==> src/rtl/ulpi_reg_sequencer.sv <==
// Scripted ULPI register access sequencer: runs up to DEPTH read/write entries
// against the ULPI register port with retry, timeout, read capture and looping.
module ulpi_reg_sequencer #(
    parameter int unsigned DEPTH     = 8,
    parameter int unsigned ADDR_W    = 6,
    parameter int unsigned DATA_W    = 8,
    parameter int unsigned DELAY_W   = 12,
    parameter int unsigned MAX_RETRY = 3,
    parameter int unsigned TIMEOUT   = 255
) (
    input  logic                                CLK_60M,
    input  logic                                NRST_A_USB,
    input  logic                                CFG_WE,
    input  logic [$clog2(DEPTH)-1:0]            CFG_IDX,
    input  logic [ADDR_W+DATA_W+DELAY_W:0]      CFG_ENTRY,
    input  logic [$clog2(DEPTH):0]              ENTRY_CNT,
    input  logic                                START,
    input  logic                                LOOP,
    input  logic                                ABORT,
    input  logic                                READY,
    output logic                                REG_EN,
    output logic                                REG_RW,
    output logic [ADDR_W-1:0]                   REG_ADDR,
    output logic [DATA_W-1:0]                   REG_DATA_I,
    input  logic [DATA_W-1:0]                   REG_DATA_O,
    input  logic                                REG_DONE,
    input  logic                                REG_FAIL,
    output logic                                BUSY,
    output logic                                RUN_DONE,
    output logic                                RUN_ERR,
    output logic [$clog2(DEPTH)-1:0]            ERR_IDX,
    output logic                                RD_VALID,
    output logic [$clog2(DEPTH)-1:0]            RD_IDX,
    output logic [DATA_W-1:0]                   RD_DATA
);
    localparam int unsigned IDX_W   = $clog2(DEPTH);
    localparam int unsigned ENTRY_W = 1 + ADDR_W + DATA_W + DELAY_W;
    localparam int unsigned TO_W    = (TIMEOUT > 1) ? $clog2(TIMEOUT) : 1;
    localparam int unsigned RTY_W   = (MAX_RETRY > 0) ? $clog2(MAX_RETRY + 1) : 1;

    typedef enum logic [2:0] {S_IDLE, S_ISSUE, S_WAIT, S_DELAY, S_NEXT} state_t;

    logic [ENTRY_W-1:0] tbl_q [DEPTH];

    state_t             state_q, state_d;
    logic [IDX_W-1:0]   idx_q, idx_d;
    logic [IDX_W:0]     cnt_q, cnt_d;
    logic [RTY_W-1:0]   retry_q, retry_d;
    logic [TO_W-1:0]    tmo_q, tmo_d;
    logic [DELAY_W-1:0] dly_q, dly_d;
    logic               abort_q, abort_d;
    logic               reg_en_q, reg_en_d;
    logic               reg_rw_q, reg_rw_d;
    logic [ADDR_W-1:0]  reg_addr_q, reg_addr_d;
    logic [DATA_W-1:0]  reg_data_q, reg_data_d;
    logic               busy_q, busy_d;
    logic               run_done_q, run_done_d;
    logic               run_err_q, run_err_d;
    logic [IDX_W-1:0]   err_idx_q, err_idx_d;
    logic               rd_valid_q, rd_valid_d;
    logic [IDX_W-1:0]   rd_idx_q, rd_idx_d;
    logic [DATA_W-1:0]  rd_data_q, rd_data_d;

    logic               cfg_wr, fwd, issue;
    logic               cur_rw, nxt_rw;
    logic [DELAY_W-1:0] cur_dly;
    logic [ADDR_W-1:0]  nxt_addr;
    logic [DATA_W-1:0]  nxt_data;

    always_comb begin
        state_d    = state_q;
        idx_d      = idx_q;
        cnt_d      = cnt_q;
        retry_d    = retry_q;
        tmo_d      = tmo_q;
        dly_d      = dly_q;
        abort_d    = abort_q | (ABORT && (state_q != S_IDLE));
        run_done_d = 1'b0;
        run_err_d  = run_err_q;
        err_idx_d  = err_idx_q;
        rd_valid_d = 1'b0;
        rd_idx_d   = rd_idx_q;
        rd_data_d  = rd_data_q;
        cfg_wr     = CFG_WE && (state_q == S_IDLE);
        cur_rw     = tbl_q[idx_q][ENTRY_W-1];
        cur_dly    = tbl_q[idx_q][DELAY_W-1:0];

        if (READY) begin
            case (state_q)
                S_IDLE: begin
                    if (START) begin
                        run_err_d = 1'b0;
                        if (ENTRY_CNT == '0) begin
                            run_done_d = 1'b1;
                        end else begin
                            cnt_d   = ENTRY_CNT;
                            idx_d   = '0;
                            retry_d = '0;
                            abort_d = 1'b0;
                            state_d = S_ISSUE;
                        end
                    end
                end
                S_ISSUE: begin
                    tmo_d   = '0;
                    state_d = S_WAIT;
                end
                S_WAIT: begin
                    if (REG_DONE) begin
                        if (!cur_rw) begin
                            rd_valid_d = 1'b1;
                            rd_idx_d   = idx_q;
                            rd_data_d  = REG_DATA_O;
                        end
                        dly_d   = cur_dly;
                        state_d = S_DELAY;
                    end else if (REG_FAIL || (tmo_q == TO_W'(TIMEOUT - 1))) begin
                        if (retry_q < RTY_W'(MAX_RETRY)) begin
                            retry_d = retry_q + RTY_W'(1);
                            state_d = S_ISSUE;
                        end else begin
                            run_err_d = 1'b1;
                            err_idx_d = idx_q;
                            state_d   = S_IDLE;
                        end
                    end else begin
                        tmo_d = tmo_q + TO_W'(1);
                    end
                end
                S_DELAY: begin
                    if (dly_q == '0) state_d = S_NEXT;
                    else             dly_d   = dly_q - DELAY_W'(1);
                end
                S_NEXT: begin
                    retry_d = '0;
                    if (abort_q || ABORT) begin
                        state_d = S_IDLE;
                    end else if ({1'b0, idx_q} == cnt_q - (IDX_W+1)'(1)) begin
                        if (LOOP) begin
                            idx_d   = '0;
                            state_d = S_ISSUE;
                        end else begin
                            run_done_d = 1'b1;
                            state_d    = S_IDLE;
                        end
                    end else begin
                        idx_d   = idx_q + IDX_W'(1);
                        state_d = S_ISSUE;
                    end
                end
                default: state_d = S_IDLE;
            endcase
        end

        // A table write landing on the same edge as START is forwarded to the first issue.
        fwd      = cfg_wr && (CFG_IDX == idx_d);
        nxt_rw   = fwd ? CFG_ENTRY[ENTRY_W-1] : tbl_q[idx_d][ENTRY_W-1];
        nxt_addr = fwd ? CFG_ENTRY[ENTRY_W-2 -: ADDR_W] : tbl_q[idx_d][ENTRY_W-2 -: ADDR_W];
        nxt_data = fwd ? CFG_ENTRY[DELAY_W+DATA_W-1 -: DATA_W]
                       : tbl_q[idx_d][DELAY_W+DATA_W-1 -: DATA_W];

        issue      = (state_d == S_ISSUE) && (state_q != S_ISSUE);
        reg_en_d   = issue;
        reg_rw_d   = issue & nxt_rw;
        reg_addr_d = issue ? nxt_addr : '0;
        reg_data_d = issue ? nxt_data : '0;
        busy_d     = (state_d != S_IDLE);
    end

    always_ff @(posedge CLK_60M) begin
        if (cfg_wr) tbl_q[CFG_IDX] <= CFG_ENTRY;
    end

    always_ff @(posedge CLK_60M or negedge NRST_A_USB) begin
        if (!NRST_A_USB) begin
            state_q    <= S_IDLE;
            idx_q      <= '0;
            cnt_q      <= '0;
            retry_q    <= '0;
            tmo_q      <= '0;
            dly_q      <= '0;
            abort_q    <= 1'b0;
            reg_en_q   <= 1'b0;
            reg_rw_q   <= 1'b0;
            reg_addr_q <= '0;
            reg_data_q <= '0;
            busy_q     <= 1'b0;
            run_done_q <= 1'b0;
            run_err_q  <= 1'b0;
            err_idx_q  <= '0;
            rd_valid_q <= 1'b0;
            rd_idx_q   <= '0;
            rd_data_q  <= '0;
        end else begin
            state_q    <= state_d;
            idx_q      <= idx_d;
            cnt_q      <= cnt_d;
            retry_q    <= retry_d;
            tmo_q      <= tmo_d;
            dly_q      <= dly_d;
            abort_q    <= abort_d;
            reg_en_q   <= reg_en_d;
            reg_rw_q   <= reg_rw_d;
            reg_addr_q <= reg_addr_d;
            reg_data_q <= reg_data_d;
            busy_q     <= busy_d;
            run_done_q <= run_done_d;
            run_err_q  <= run_err_d;
            err_idx_q  <= err_idx_d;
            rd_valid_q <= rd_valid_d;
            rd_idx_q   <= rd_idx_d;
            rd_data_q  <= rd_data_d;
        end
    end

    assign REG_EN     = reg_en_q;
    assign REG_RW     = reg_rw_q;
    assign REG_ADDR   = reg_addr_q;
    assign REG_DATA_I = reg_data_q;
    assign BUSY       = busy_q;
    assign RUN_DONE   = run_done_q;
    assign RUN_ERR    = run_err_q;
    assign ERR_IDX    = err_idx_q;
    assign RD_VALID   = rd_valid_q;
    assign RD_IDX     = rd_idx_q;
    assign RD_DATA    = rd_data_q;
endmodule

==> config.mk <==
export PLATFORM = sky130hd
export DESIGN_NAME = ulpi_reg_sequencer
export DESIGN_NICKNAME = d
export VERILOG_FILES = /design/src/rtl/ulpi_reg_sequencer.sv
export SDC_FILE = /design/constraint.sdc
export NUM_CORES = 1
export LEC_CHECK = 0
export ABC_AREA = 1
export BUFFER_PORTS_ARGS = -buffer_cell sky130_fd_sc_hd__buf_2
export CORE_UTILIZATION = 35
export CTS_CLUSTER_SIZE = 30
export DETAILED_ROUTE_END_ITERATION = 6
export PLACE_DENSITY = 0.53
export SETUP_SLACK_MARGIN = 0.2
export SYNTH_ARGS = -nofsm -noshare
export SYNTH_HDL_FRONTEND = slang
export SYNTH_SLANG_ARGS = --single-unit
==> constraint.sdc <==
create_clock -name CLK_60M -period 3.4 [get_ports CLK_60M]
set_input_delay 0.17 -clock CLK_60M [delete_from_list [all_inputs] [get_ports CLK_60M]]
set_output_delay 0.17 -clock CLK_60M [all_outputs]
set_load 0.005 [all_outputs]
# After elaboration in Yosys (flattened, before gate mapping)

Memories as Yosys holds them, arrays and structs flattened.
Index checks and enable logic that the tools add are counted.

Output and inout port bits: 34
Flip-flop bits (word level): 67
RAM bits: 216
Memories: 1
Word-level logic and storage cells: 128
Bits of input ports: 51

Memory list:

| name  | words | width | rd ports | clocked after Yosys merged registers in | wr ports | line | RTL |
|---|---|---|---|---|---|---|---|
| tbl_q | 8     | 27    | 2        | 0                                       | 1        | 43   | `logic [ENTRY_W-1:0] tbl_q [DEPTH];` |

Bitwise logic cells: 6
Reductions and logical operators: 22
Equal/unequal tests: 18
Mux-type cells: 57
$lt $le $gt $ge: 1
Add/sub/neg operators: 5

Operator list:

| kind                                                 | count |
|---|---|
| two-way mux 3 bit                                    | 14 |
| two-way mux 8 bit                                    | 4 |
| two-way mux 12 bit                                   | 2 |
| case mux 12 bit (2 select lines)                     | 1 |
| two-way mux 1 bit                                    | 23 |
| != test 2 bit (second input constant)                | 9 |
| case mux 8 bit (2 select lines)                      | 1 |
| AND reduction 4 bit                                  | 4 |
| case mux 3 bit (5 select lines)                      | 1 |
| zero test 12 bit                                     | 1 |
| two-way mux 6 bit                                    | 2 |
| subtractor 12 x 1 -> 12 bit (second input constant)  | 1 |
| two-way mux 2 bit                                    | 5 |
| nonzero test 3 bit                                   | 3 |
| adder 8 x 1 -> 8 bit (second input constant)         | 1 |
| equality test 8 bit (second input constant)          | 1 |
| AND reduction 7 bit                                  | 1 |
| equality test 3 x 1 -> 1 bit (second input constant) | 2 |
| equality test 3 x 2 -> 1 bit (second input constant) | 2 |
| case mux 2 bit (3 select lines)                      | 1 |
| case mux 3 bit (2 select lines)                      | 1 |
| AND reduction 6 bit                                  | 1 |
| nonzero test 2 bit                                   | 3 |
| AND reduction 5 bit                                  | 1 |
| other kinds (16)                                     | 24 |

# Longest topological paths before layout

Depth in word-level cells: 10
Depth in mapped cells: 21
Mapped depth without buffers: 20

# Least setup slack after synthesis

OpenSTA, ideal clock, no wires.

Path type: register -> register
From: register state_q[0]
To: memory tbl_q[0][0] (netlist bit), enable pin
Buffers on the path: 0
Cell stages (with the launch flop): 8
Period minus slack after synthesis: 2735 ps
Required time: 2989 ps
Setup time: 411 ps
Data arrival time: 2324 ps
Slack: 665 ps
Cells stage by stage: dfrtp_1 -> nor2_1 -> inv_1 -> nor2_1 -> inv_1 -> nor2_1 -> nand2_1 -> nor2_1

Cells in the longest elaborated chain, start to end: 4

RTL lines:

| element                                 | line | RTL |
|---|---|---|
| start: declaration                      | 45   | `state_t state_q, state_d;` |
| start signal: assignment                | 195  | `state_q <= state_d;` |
| zero test 3 bit                         | 84   | `cfg_wr = CFG_WE && (state_q == S_IDLE);` |
| logical AND 1 bit                       | 84   |  |
| two-way mux 1 bit                       | 171  | `if (cfg_wr) tbl_q[CFG_IDX] <= CFG_ENTRY;` |
| two-way mux 1 bit (implied by the code) | 171  |  |
| end: declaration                        | 43   |  |

Every way passes these cells.

# Worst setup path after layout

From: register state_q[0]
To: memory tbl_q[4][16] (netlist bit), enable pin

Same word-level chain as after synthesis.

==> flow_metrics.env <==
export IMPL_status="finished clean"
export IMPL_cts_root_buffer_cell="clkbuf_16"
export IMPL_cts_resized=0
export IMPL_cts_buffers_inserted=34
export IMPL_required_ns=3.63
export IMPL_synth_area_leaders="edfxtp_1 (53%), dfrtp_1 (14%), nand2_1 (7.2%)"
export IMPL_p_per_area_nw_per_um2=863
export IMPL_postLayoutCoreUtil=0.424
export IMPL_crit_arrival_ns=3.19
export IMPL_via_per_inst=4.97
export IMPL_post_route_drc_count=0
export IMPL_num_rows=68
export IMPL_syn_avg_cell_area_sq_um=10.5
export IMPL_grt_overflow=0
export IMPL_synth_fp_nets=1222
export IMPL_setup_violations=0
export IMPL_ff2ff_path_depth=8
export IMPL_layout_drive_gt1_share=0.153
export IMPL_dpl_cell_area_sq_um=13200
export IMPL_syn_instance_count=1164
export IMPL_layout_common_cells="nand2_1 (235), edfxtp_1 (216), nor2_1 (162)"
export IMPL_vdd_drop_max_mv=0.414
export IMPL_grt_max_degree=68
export IMPL_drtAntennaViolNets=0
export IMPL_cts_tree="built"
export IMPL_drtPass1Iterations=7
export IMPL_htreeDepth=2
export IMPL_synth_edf_count=216
export IMPL_diodes=0
export IMPL_crit_top_cell="nor2_1"
export IMPL_r2r_end="tbl_q[4][16]$_DFFE_PP_"
export IMPL_synth_main_ff_cell="edfxtp_1"
export IMPL_grtUsageTotal=0.185
export IMPL_rsz0062_at_grt="no"
export IMPL_yosys_warnings=0
export IMPL_cap_violations=0
export IMPL_final_setup_tns_ns=0
export IMPL_gp_congestion=0.808
export IMPL_dieWidth_microns=189
export IMPL_cts_sinks=283
export IMPL_critical_path_cell_chain="nor2_1, inv_1, nor2_1, inv_1, nor2_1, nand2_1, nor2_4, buf_4"
export IMPL_core_area_sq_um=34500
export IMPL_slowest_delay_ns=0.61
export IMPL_hold_violations=0
export IMPL_die_height_microns=189
export IMPL_slew_headroom=0.390
export IMPL_syn_to_final_growth_pct=19.4
export IMPL_crit_type="reg2reg"
export IMPL_cts_buffer_depth=3
export IMPL_hold_start="CFG_ENTRY[24]"
export IMPL_io_buffers=84
export IMPL_finalInstanceArea_sq_um=14600
export IMPL_antenna_found_initial=0
export IMPL_cp_slowest_cell="nor2_4"
export IMPL_crit_path_end_kind="flip-flop"
export IMPL_r2r_slack_ns=0.45
export IMPL_worstSetupStartpoint="state_q[0]$_DFF_PN0_"
export IMPL_synth_seq_area_share=0.667
export IMPL_ys_seq_elements=283
export IMPL_wl_per_cell_microns=18.4
export IMPL_ios=85
export IMPL_hpwl_microns=20900
export IMPL_synth_top_area_frac=0.530
export IMPL_p_leak_uw=0.00582
export IMPL_ys_types=41
export IMPL_crit_path_max_fanout=19
export IMPL_drt_initial_drc_count=592
export IMPL_startpoint_type="flip-flop"
export IMPL_synthArstFlopShare=0.237
export IMPL_cp_endpoint="tbl_q[4][16]$_DFFE_PP_"
export IMPL_hp_class="in2reg"
export IMPL_layout_commonest_cell="nand2_1"
export IMPL_vias=8759
export IMPL_r2r_start="state_q[0]$_DFF_PN0_"
export IMPL_yosys_area_top_type="edfxtp_1"
export IMPL_worst_slew_pin_slew_ns=0.915
export IMPL_drv_slew=0
export IMPL_wl_microns=32400
export IMPL_cts_setup_buffers=0
export IMPL_synth_area_sq_um=12200
export IMPL_max_clock_freq_mhz=338
export IMPL_min_period_ns=2.95
export IMPL_grt_first_pass_wirelength_microns=50500
export IMPL_timing_final_crit_share=0.869
export IMPL_grt_pass1_vias=8490
export IMPL_path_clk_slew_ns=0.06
export IMPL_clock_latency_ns=0.52
export IMPL_fin_skew_ns=0.0179
export IMPL_nNetsFinal=1338
export IMPL_floorplan_initialDensity=0.355
export IMPL_die_area_sq_um=35700
worst min-delay path by stage:
stage / endpoint / slack, ns / depth (start not counted)
6_report: tbl_q[4][24]$_DFFE_PP_ / 0.02 / 1
5_1_grt: tbl_q[4][23]$_DFFE_PP_ / 0.02 / 1
4_1_cts: tmo_q[1]$_DFFE_PN0P_ / 0.01 / 4
3_5_place_dp: ERR_IDX[0]$_DFFE_PN0P_ / 0.36 / 1
3_3_place_gp: dly_q[0]$_DFFE_PN0P_ / 0.36 / 1
2_1_floorplan: BUSY$_DFF_PN0_ / -0.13 / 0
cells in the mapped netlist, types with 6 or more instances:
library cell and n:
a31oi_1 9, a21oi_1 21, o211ai_1 6, buf_2 14, ha_1 7, nor2_2 11, nand2_2 6, dfrtp_1 67
clkbuf_1 31, nand3_1 124, nor2_1 170, o21ai_0 90, nand3b_1 15, inv_1 69, nand2_1 235, edfxtp_1 216
o22ai_1 19
per-stage QoR:
stage	hold WS (ns)	power [uW]	worst slack, ns	instances
after floorplan	-0.126	7510	0.665	1164
after global placement	0.359	9050	0.386	1672
after detailed placement	0.356	9060	0.418	1672
after CTS	0.00981	12700	0.406	1761
after global routing	0.0159	13500	0.210	1761
final	0.0211	12600	0.446	1761
worst max-delay path, delay by kind of cell, from the launching register on:
kind                   cells  cell delay (ns)
AND/OR/NAND/NOR            5             1.76
buffers and inverters      3             0.48
flip-flops                 1             0.41
cells by family (layout without fill, tap and decap cells):
| group | count (synthesis) | in the layout | share of synthesized area |
|---|---|---|---|
| compound gates | 157 | 157 | 0.0715 |
| xor+xnor | 3 | 3 | 0.00215 |
| fa+ha+maj | 7 | 7 | 0.00716 |
| buf+inv | 130 | 272 | 0.0435 |
| flops | 283 | 283 | 0.667 |
| simple gates | 584 | 584 | 0.209 |
sequential cells by signal, summed over array words and instances, names as in the netlist, 2 cells and up:
name and cells:
ERR_IDX 3, dly_q 12, REG_ADDR 6, cnt_q 4, RD_DATA 8, RD_IDX 3, tmo_q 8, idx_q 3
tbl_q 216, state_q 3, REG_DATA_I 8, retry_q 2
what timing repair did:
action,CTS,global route
hold buffers,27,0
endpoints found under the hold margin,159,0
setup endpoints to repair,0,0
final cells by class:
type | count | area, sq um
clock buffer | 43 | 905
inverter | 75 | 282
fill | 3289 | 19800
clock inverter | 19 | 219
timing repair buffer | 135 | 873
tap | 455 | 569
multi-input combinational | 751 | 3600
sequential | 283 | 8160
where the power goes:
| group | internal [uW] | switching, uW | total (uW) |
|---|---|---|---|
| Sequential | 4160 | 222 | 4390 |
| Clock | 2210 | 1430 | 3640 |
| Combinational | 1420 | 3170 | 4580 |
| Total | 7790 | 4820 | 12600 |
routing by layer:
metal  vias to the layer above  wire length (microns)  global-route usage
met5                         -                      0                   0
met4                         0                    829              0.0599
met3                        53                   1630              0.0276
met2                       223                  15000               0.291
met1                      4232                  14900               0.262
li1                       4251                      -                   -
(Power assumes the default switching activity.)
